===== src/rtl/rv_pkg.sv =====
// Shared RV32I decode constants: major opcodes and the immediate-format encoding.
package rv_pkg;

  localparam int unsigned INSTR_W = 32;
  localparam int unsigned OPC_W   = 7;
  localparam int unsigned FMT_W   = 3;

  localparam logic [OPC_W-1:0] OPC_LOAD   = 7'b0000011;
  localparam logic [OPC_W-1:0] OPC_OP_IMM = 7'b0010011;
  localparam logic [OPC_W-1:0] OPC_JALR   = 7'b1100111;
  localparam logic [OPC_W-1:0] OPC_STORE  = 7'b0100011;
  localparam logic [OPC_W-1:0] OPC_BRANCH = 7'b1100011;
  localparam logic [OPC_W-1:0] OPC_LUI    = 7'b0110111;
  localparam logic [OPC_W-1:0] OPC_AUIPC  = 7'b0010111;
  localparam logic [OPC_W-1:0] OPC_JAL    = 7'b1101111;
  localparam logic [OPC_W-1:0] OPC_OP     = 7'b0110011;

  typedef enum logic [FMT_W-1:0] {
    FMT_R       = 3'd0,
    FMT_I       = 3'd1,
    FMT_S       = 3'd2,
    FMT_B       = 3'd3,
    FMT_U       = 3'd4,
    FMT_J       = 3'd5,
    FMT_ILLEGAL = 3'd7
  } imm_fmt_e;

endpackage


===== src/rtl/imm_decode.sv =====
// Combinational immediate decoder: classifies the opcode and builds the
// sign-extended immediate for every RV32I format.
module imm_decode
  import rv_pkg::*;
#(
  parameter int unsigned XLEN = 32
) (
  input  logic [INSTR_W-1:0] instruction,
  output logic [XLEN-1:0]    imm,
  output imm_fmt_e           imm_fmt,
  output logic               illegal
);

  logic [INSTR_W-1:0] raw;

  // Each format is first assembled as a 32-bit signed value, then widened.
  always_comb begin
    raw     = '0;
    imm_fmt = FMT_ILLEGAL;
    illegal = 1'b0;
    case (instruction[OPC_W-1:0])
      OPC_LOAD, OPC_OP_IMM, OPC_JALR: begin
        imm_fmt = FMT_I;
        raw     = {{20{instruction[31]}}, instruction[31:20]};
      end
      OPC_STORE: begin
        imm_fmt = FMT_S;
        raw     = {{20{instruction[31]}}, instruction[31:25], instruction[11:7]};
      end
      OPC_BRANCH: begin
        imm_fmt = FMT_B;
        raw     = {{19{instruction[31]}}, instruction[31], instruction[7],
                   instruction[30:25], instruction[11:8], 1'b0};
      end
      OPC_LUI, OPC_AUIPC: begin
        imm_fmt = FMT_U;
        raw     = {instruction[31:12], 12'b0};
      end
      OPC_JAL: begin
        imm_fmt = FMT_J;
        raw     = {{11{instruction[31]}}, instruction[31], instruction[19:12],
                   instruction[20], instruction[30:21], 1'b0};
      end
      OPC_OP: begin
        imm_fmt = FMT_R;
      end
      default: begin
        illegal = 1'b1;
      end
    endcase
    imm = XLEN'($signed(raw));
  end

endmodule


===== src/rtl/operand_gen_stage.sv =====
// Decode-to-execute operand generator: immediate decode, operand A/B muxing,
// and a 2-entry valid/ready skid buffer with flush.
module operand_gen_stage
  import rv_pkg::*;
#(
  parameter int unsigned XLEN    = 32,
  parameter bit          SKID_EN = 1'b1
) (
  input  logic               clk,
  input  logic               rst_n,
  input  logic               flush,
  input  logic               in_valid,
  output logic               in_ready,
  input  logic [INSTR_W-1:0] instruction,
  input  logic [XLEN-1:0]    pc,
  input  logic [XLEN-1:0]    rs1_data,
  input  logic [XLEN-1:0]    rs2_data,
  output logic               out_valid,
  input  logic               out_ready,
  output logic [XLEN-1:0]    op_a,
  output logic [XLEN-1:0]    op_b,
  output logic [XLEN-1:0]    imm,
  output logic [XLEN-1:0]    store_data,
  output logic [FMT_W-1:0]   imm_fmt,
  output logic               illegal
);

  typedef struct packed {
    logic [XLEN-1:0]  op_a;
    logic [XLEN-1:0]  op_b;
    logic [XLEN-1:0]  imm;
    logic [XLEN-1:0]  store_data;
    logic [FMT_W-1:0] fmt;
    logic             illegal;
  } entry_t;

  logic [XLEN-1:0] dec_imm;
  imm_fmt_e        dec_fmt;
  logic            dec_illegal;

  imm_decode #(.XLEN(XLEN)) u_imm_decode (
    .instruction (instruction),
    .imm         (dec_imm),
    .imm_fmt     (dec_fmt),
    .illegal     (dec_illegal)
  );

  entry_t new_entry;
  entry_t main_q, main_d, skid_q, skid_d;
  logic   main_valid_q, main_valid_d, skid_valid_q, skid_valid_d;
  logic   main_free_c, in_fire_c;

  // Operand muxes; branches keep rs2 on op_b since the target adder takes imm.
  always_comb begin
    new_entry            = '0;
    new_entry.imm        = dec_imm;
    new_entry.fmt        = dec_fmt;
    new_entry.illegal    = dec_illegal;
    new_entry.store_data = rs2_data;
    case (instruction[OPC_W-1:0])
      OPC_AUIPC, OPC_JAL: new_entry.op_a = pc;
      OPC_LUI:            new_entry.op_a = '0;
      default:            new_entry.op_a = rs1_data;
    endcase
    case (dec_fmt)
      FMT_I, FMT_S, FMT_U, FMT_J: new_entry.op_b = dec_imm;
      default:                    new_entry.op_b = rs2_data;
    endcase
  end

  assign main_free_c = !main_valid_q || out_ready;
  assign in_ready    = SKID_EN ? !skid_valid_q : main_free_c;
  assign in_fire_c   = in_valid && in_ready;

  // Skid control: skid only fills while main is stalled, and always refills
  // main first, which keeps the two entries in FIFO order.
  always_comb begin
    main_d       = main_q;
    skid_d       = skid_q;
    main_valid_d = main_valid_q;
    skid_valid_d = skid_valid_q;
    if (flush) begin
      main_valid_d = 1'b0;
      skid_valid_d = 1'b0;
    end else if (main_free_c) begin
      if (skid_valid_q) begin
        main_d       = skid_q;
        main_valid_d = 1'b1;
        skid_valid_d = 1'b0;
      end else begin
        if (in_fire_c) main_d = new_entry;
        main_valid_d = in_fire_c;
      end
    end else if (in_fire_c) begin
      skid_d       = new_entry;
      skid_valid_d = 1'b1;
    end
  end

  always_ff @(posedge clk or negedge rst_n) begin
    if (!rst_n) begin
      main_q       <= '0;
      skid_q       <= '0;
      main_valid_q <= 1'b0;
      skid_valid_q <= 1'b0;
    end else begin
      main_q       <= main_d;
      skid_q       <= skid_d;
      main_valid_q <= main_valid_d;
      skid_valid_q <= skid_valid_d;
    end
  end

  assign out_valid  = main_valid_q;
  assign op_a       = main_q.op_a;
  assign op_b       = main_q.op_b;
  assign imm        = main_q.imm;
  assign store_data = main_q.store_data;
  assign imm_fmt    = main_q.fmt;
  assign illegal    = main_q.illegal;

endmodule


===== config.mk =====
export PLATFORM = sky130hd
export DESIGN_NAME = operand_gen_stage
export DESIGN_NICKNAME = d
export VERILOG_FILES = /design/src/rtl/rv_pkg.sv /design/src/rtl/imm_decode.sv /design/src/rtl/operand_gen_stage.sv
export SDC_FILE = /design/constraint.sdc
export NUM_CORES = 1
export LEC_CHECK = 0
export CORE_UTILIZATION = 50
export CTS_CLUSTER_DIAMETER = 40
export CTS_CLUSTER_SIZE = 14
export DETAILED_ROUTE_END_ITERATION = 7
export GPL_TIMING_DRIVEN = 0
export PLACE_DENSITY = 0.79
export REMOVE_ABC_BUFFERS = 1
export SLEW_MARGIN = 40
export SYNTH_ARGS = -nofsm -noshare
export SYNTH_HDL_FRONTEND = slang
export SYNTH_SLANG_ARGS = --single-unit
export TNS_END_PERCENT = 50

===== constraint.sdc =====
create_clock -name clk -period 4.38 [get_ports clk]
set_input_delay 0.438 -clock clk [delete_from_list [all_inputs] [get_ports clk]]
set_output_delay 0.438 -clock clk [all_outputs]
set_load 0.005 [all_outputs]

# Word level (Yosys, flattened, before mapping)
# Index checks and enable logic that the tools add are counted.
dict set report op_classes {
  mux 13
  eq_ne 13
  reduce_logical 14
  n_bitwise 2
}
# cell count
set op_table {}
lappend op_table {{two-way mux 132 bit} 2}
lappend op_table {{case mux 32 bit (5 select lines)} 1}
lappend op_table {{case mux 32 bit (2 select lines)} 1}
lappend op_table {{two-way mux 32 bit} 1}
lappend op_table {{equality test 7 x 6 -> 1 bit, second input constant} 3}
lappend op_table {{equality test 7 bit, second input constant} 3}
lappend op_table {{case mux 3 bit (6 select lines)} 1}
lappend op_table {{equality test 7 x 5 -> 1 bit, second input constant} 2}
lappend op_table {{OR reduction 9 bit} 1}
lappend op_table {{equality test 7 x 2 -> 1 bit, second input constant} 1}
lappend op_table {{two-way mux 1 bit} 7}
lappend op_table {{equality test 3 bit, second input constant} 2}
lappend op_table {{AND reduction 3 bit} 2}
lappend op_table {{nonzero test 2 bit} 2}
lappend op_table {{OR reduction 2 bit} 2}
lappend op_table {{OR reduction 4 bit} 1}
lappend op_table {{equality test 3 x 1 -> 1 bit, second input constant} 1}
lappend op_table {{equality test 3 x 2 -> 1 bit, second input constant} 1}
lappend op_table {{nonzero test 3 bit} 1}
lappend op_table {{OR reduction 3 bit} 1}
lappend op_table {{zero test 1 bit} 2}
lappend op_table {{inverter 1 bit} 2}
lappend op_table {{logical AND 1 bit} 1}
lappend op_table {{logical OR 1 bit} 1}
dict set report word_totals {
  out_inout_bits 134
  ff_bits 266
}

# Logic depth before layout (Yosys ltp)
dict set report depth {
  ltp_word 8
  depth_mapped 9
}

# Modules after synthesis
# Synthesis repeated with hierarchy kept, for this count alone.
dict set report hier_totals {
  cells_unflattened 1335
  hier_area_um2 12464.5
}
# module seq_area_each_um2 area_per_inst_um2 cells_per_inst n_inst
set by_module_without_submodules {}
lappend by_module_without_submodules {operand_gen_stage 6656.4 11873.9 1248 1}
lappend by_module_without_submodules {imm_decode 0.0 590.6 87 1}

# Worst setup path after synthesis
# No wires, ideal clock.
dict set report synth_timing {
  kind {input port to flip-flop}
  start {input port instruction[2]}
  end {register skid_q[96] (netlist bit)}
  n_path_buf 2
  arrival_time_ps 1857
  path_slack_ps 2387
  required_time_ps 4244
  path_stages 7
  path_cell_list {buf_4 -> and3b_1 -> or4_4 -> nand2_4 -> buf_6 -> mux2i_1 -> o21ai_0}
}
dict set report synth_via {
  elab_chain_cells 6
  elab_cells_between_ends 19
}
# element line_no
set synth_rtl {}
lappend synth_rtl {{start, declared} operand_gen_stage.sv:14} ;# input logic [INSTR_W-1:0] instruction,
lappend synth_rtl {{equality test 7 x 2 -> 1 bit, or another cell as far along} imm_decode.sv:21} ;# case (instruction[OPC_W-1:0])
lappend synth_rtl {{OR reduction 3 bit or OR reduction 2 bit (tied branches)} n/a}
lappend synth_rtl {{case mux 3 bit (6 select lines)} imm_decode.sv:21}
lappend synth_rtl {{equality test 3 x 1 -> 1 bit, or another cell as far along} operand_gen_stage.sv:65} ;# case (dec_fmt)
lappend synth_rtl {{OR reduction 4 bit} operand_gen_stage.sv:65}
lappend synth_rtl {{two-way mux 32 bit *} operand_gen_stage.sv:65}
lappend synth_rtl {{end signal, assigned} operand_gen_stage.sv:108} ;# skid_q <= skid_d;
lappend synth_rtl {{end, declared} operand_gen_stage.sv:49} ;# entry_t main_q, main_d, skid_q, skid_d;
# Every way passes the cells marked *; elsewhere a longest branch is shown, timed or not.
# A chain may end at the register's enable or synchronous reset.

# Worst setup path in the final report
dict set report layout_timing {
  start {register skid_valid_q}
  end {register skid_q[109] (netlist bit)}
}
dict set report layout_via {
  elab_chain_cells 3
}
# element line_no
set layout_rtl {}
lappend layout_rtl {{start, declared} operand_gen_stage.sv:50} ;# logic main_valid_q, main_valid_d, skid_valid_q, skid_valid_d;
lappend layout_rtl {{start signal, assigned} operand_gen_stage.sv:110} ;# skid_valid_q <= skid_valid_d;
lappend layout_rtl {{zero test 1 bit} operand_gen_stage.sv:72} ;# assign in_ready = SKID_EN ? !skid_valid_q : main_free_c;
lappend layout_rtl {{logical AND 1 bit} operand_gen_stage.sv:73} ;# assign in_fire_c = in_valid && in_ready;
lappend layout_rtl {{AND reduction 3 bit (no line)} n/a}
# Every way passes these cells.

==> metrics.log <==
INFO  metric antenna_found_initial = 2
INFO  metric postRouteWirelength = 36900 um
INFO  metric drt.antenna.violating_nets = 0
INFO  metric finClkSkew = 0.0184 ns
INFO  metric post-route-worst-setup-slack = 0.924 ns
INFO  metric total_routing_usage_reported_by_global_routing = 0.302
INFO  metric crit_path_max_fanout = 45
INFO  metric tritoncts = yes
INFO  metric setup_viol = 0
INFO  metric p_total = approximately 7600 uW
INFO  metric synth.yosys.seq_area_share = 0.549
INFO  metric worst_ep_arrival_time = 3.85 ns
INFO  metric area_growth = 38.9%
INFO  metric finish.net_count = 1667
INFO  metric post_route_fraction_of_the_period_consumed_by_the_critical_path = 0.789
INFO  metric setup.worst_path.start_class = register
INFO  metric yosysWarningCount = 0
INFO  metric route.detailed.vias_per_inst = between 5 and 6
INFO  metric die_w = 158 um
INFO  metric setup_tns_final = 0 ns
INFO  metric syn-mean-instance-area = 9.45 sq um
INFO  metric timing_worst_setup_path_type = reg2reg
INFO  metric starting_density = 0.513
INFO  metric synthesis.instances = about 1300
INFO  metric final_layout_size_suffix_gt1_frac = 0.0909
INFO  metric max-clock-path-buffers = 3
INFO  metric slew_headroom = 0.453
INFO  metric dr.first_iter.drc_count = a little under 900
INFO  metric vias = roughly 11000
INFO  metric finalMaxSlewViolations = 0
INFO  metric gpl.final_weighted_congestion = 0.812
INFO  metric hp-class = in2async
INFO  metric drt_drc_violations_left = 0
INFO  metric grt_pass1_wl = 58700 um
INFO  metric cts_htree_levels = 2
INFO  metric drt_pre_antenna_iters = 6
INFO  metric final_report_hold_violation_count = 0
INFO  metric number_of_global_route_vias_before_repair = approximately 11000
INFO  metric timing.critical_path.required = 4.77 ns
INFO  metric maximum_vdd_ir_drop = 0.000329 V
INFO  metric timing.critical_path.to_type = register
INFO  metric die_area = ~25000 sq um
INFO  metric grt_setup_unrepaired = no
INFO  metric coreArea = 23600 sq um
INFO  metric cts.sink_count = about 270
INFO  metric cts_inserted_buffers = 39
INFO  metric synthDistinctLibCells = 48
INFO  metric worst_slew_pin_slew = 0.818 ns
INFO  metric dp_slack = a little under 1 ns
INFO  metric clock-root-buffer = sky130_fd_sc_hd__clkbuf_16
INFO  metric maximum_number_of_pins_on_one_net_before_global_route_repair = 73
INFO  metric ys_ff_latch = 266
INFO  metric layout_min_cycle_time = between 3 and 4 ns
INFO  metric run_status = finished, final reports clean
INFO  metric std_cell_rows = 56
INFO  metric synth-edff-count = 0
INFO  metric synth_async_sr_flop_share = 1.00
INFO  metric post_drt_wl_per_cell = 19.6 um
INFO  metric port-buffer-count = approximately 270
INFO  metric num_io_pins = around 270
INFO  metric die_h = between 150 and 200 um
INFO  metric synthFlopType = sky130_fd_sc_hd__dfrtp_1
INFO  metric detailed_place_hpwl = about 24000 um
INFO  metric fmax = 289 MHz
INFO  metric post_synth_instance_area = 12100 sq um
INFO  metric clkLatencyLatePin = roughly 0.51 ns
INFO  metric grt_overflow = 0
INFO  metric p_leak = approximately 0.0074 uW
INFO  metric number_of_max_cap_violations = 0
INFO  metric clock_slew_at_reported_path_ffs = 0.06 ns
INFO  metric power_per_cell_area = 448 nW/um^2
## Yosys cell counts (4+ instances only)
cell,number,area (sq um)
sky130_fd_sc_hd__a211oi_1,6,45.0
sky130_fd_sc_hd__a21oi_1,92,460
sky130_fd_sc_hd__a221o_1,32,320
sky130_fd_sc_hd__a221oi_1,32,280
sky130_fd_sc_hd__a22o_1,15,131
sky130_fd_sc_hd__and2_1,7,43.8
sky130_fd_sc_hd__and3_1,18,113
sky130_fd_sc_hd__buf_1,4,15.0
sky130_fd_sc_hd__buf_2,15,75.1
sky130_fd_sc_hd__clkbuf_1,74,278
sky130_fd_sc_hd__dfrtp_1,266,6660
sky130_fd_sc_hd__mux2_2,16,180
sky130_fd_sc_hd__mux2i_1,68,681
sky130_fd_sc_hd__nand2_1,279,1050
sky130_fd_sc_hd__nand2b_1,5,31.3
sky130_fd_sc_hd__nand3_1,6,30.0
sky130_fd_sc_hd__nor2_1,155,582
sky130_fd_sc_hd__nor3_1,8,40.0
sky130_fd_sc_hd__o21ai_0,131,656
sky130_fd_sc_hd__o221ai_1,9,78.8
sky130_fd_sc_hd__o32ai_1,4,35.0
## registers in the layout, indices dropped and copies added, names as in the netlist
signal / flops
imm: 32
op_a: 32
store_data: 32
skid_q: 132
imm_fmt: 3
illegal: 1
op_b: 32
skid_valid_q: 1
out_valid: 1
## logic make-up after synthesis
family	count (synthesis)	synth area share
muxes	84	0.0710
buffers and inverters	101	0.0354
DFF	266	0.549
AOI/OAI and AO/OA	334	0.175
and+or+nand+nor	498	0.169
## layer usage
layer  routed length, um  track usage
met5                   0            0
met3                3420       0.0857
met2               17600        0.496
met1               15000        0.386
met4                 937       0.0966
## per-stage QoR
stage          cell area (sq um)  std cells  hold slack, ns   util
6_report                   16800       1882           0.325  0.713
5_1_grt                    16800       1881           0.331  0.713
3_5_place_dp               15500       1811           0.251  0.655
3_3_place_gp               14800       1771           0.454  0.625
4_1_cts                    16800       1881           0.308  0.713
2_1_floorplan              11700       1186           0.142      -
## final cells by class
cell class	instances	area, sq um
well taps	319	399
inverters	4	17.5
repair buffers	307	3290
fillers	1707	6770
clock inverters	23	303
diodes	1	2.50
clock buffers	46	1040
multi-input cells	916	5130
flip-flops and latches	266	6660
## critical path, cell delays in order (launching register included)
cell and delay, ns:
sky130_fd_sc_hd__dfrtp_4 0.62, sky130_fd_sc_hd__buf_12 0.23, sky130_fd_sc_hd__inv_4 0.44, sky130_fd_sc_hd__nand2_1 0.49, sky130_fd_sc_hd__or3_4 0.69, sky130_fd_sc_hd__buf_16 0.26
sky130_fd_sc_hd__buf_12 0.19, sky130_fd_sc_hd__a221oi_1 0.27, sky130_fd_sc_hd__nor2_1 0.07
## timing repair
item                      in CTS  in global routing
buffers inserted               0                  0
hold buffers                   1                  0
hold endpoints to repair      11                  0
gates resized for setup        0                  0
## power breakdown
group	switching, uW	internal (uW)	total [uW]
Sequential	225	2860	3090
Clock	1150	2070	3220
Combinational	567	676	1240
## final timing paths
check | start | end | slack (ns) | depth (start not counted)
max | skid_valid_q | skid_q[109] | 0.92 | 8
min | rst_n | skid_q[69] | 0.33 | 2
max reg2reg | skid_valid_q | skid_q[109] | 0.92 | 8
min reg2reg | skid_q[70] | skid_q[70] | 0.47 | 2
max in group asynchronous | rst_n | skid_q[111] | 3.13 | 4
min in group clk | skid_q[70] | skid_q[70] | 0.47 | 2
## cells in the final DEF (no fill, tap or decap), drive strengths merged, types with 6 or more instances in the layout
master,instances
nor2,155
mux2i,68
a221o,32
mux2,16
clkdlybuf4s50,265
bufinv,6
inv,8
a21oi,92
and2,7
clkinv,8
clkbuf,46
and3,18
nor3,11
o21ai,133
dfrtp,266
a211oi,6
a22o,15
nand2,281
o221ai,9
nand3,6
buf,41
a221oi,32
Note: power is estimated with default switching activity, not from simulation.
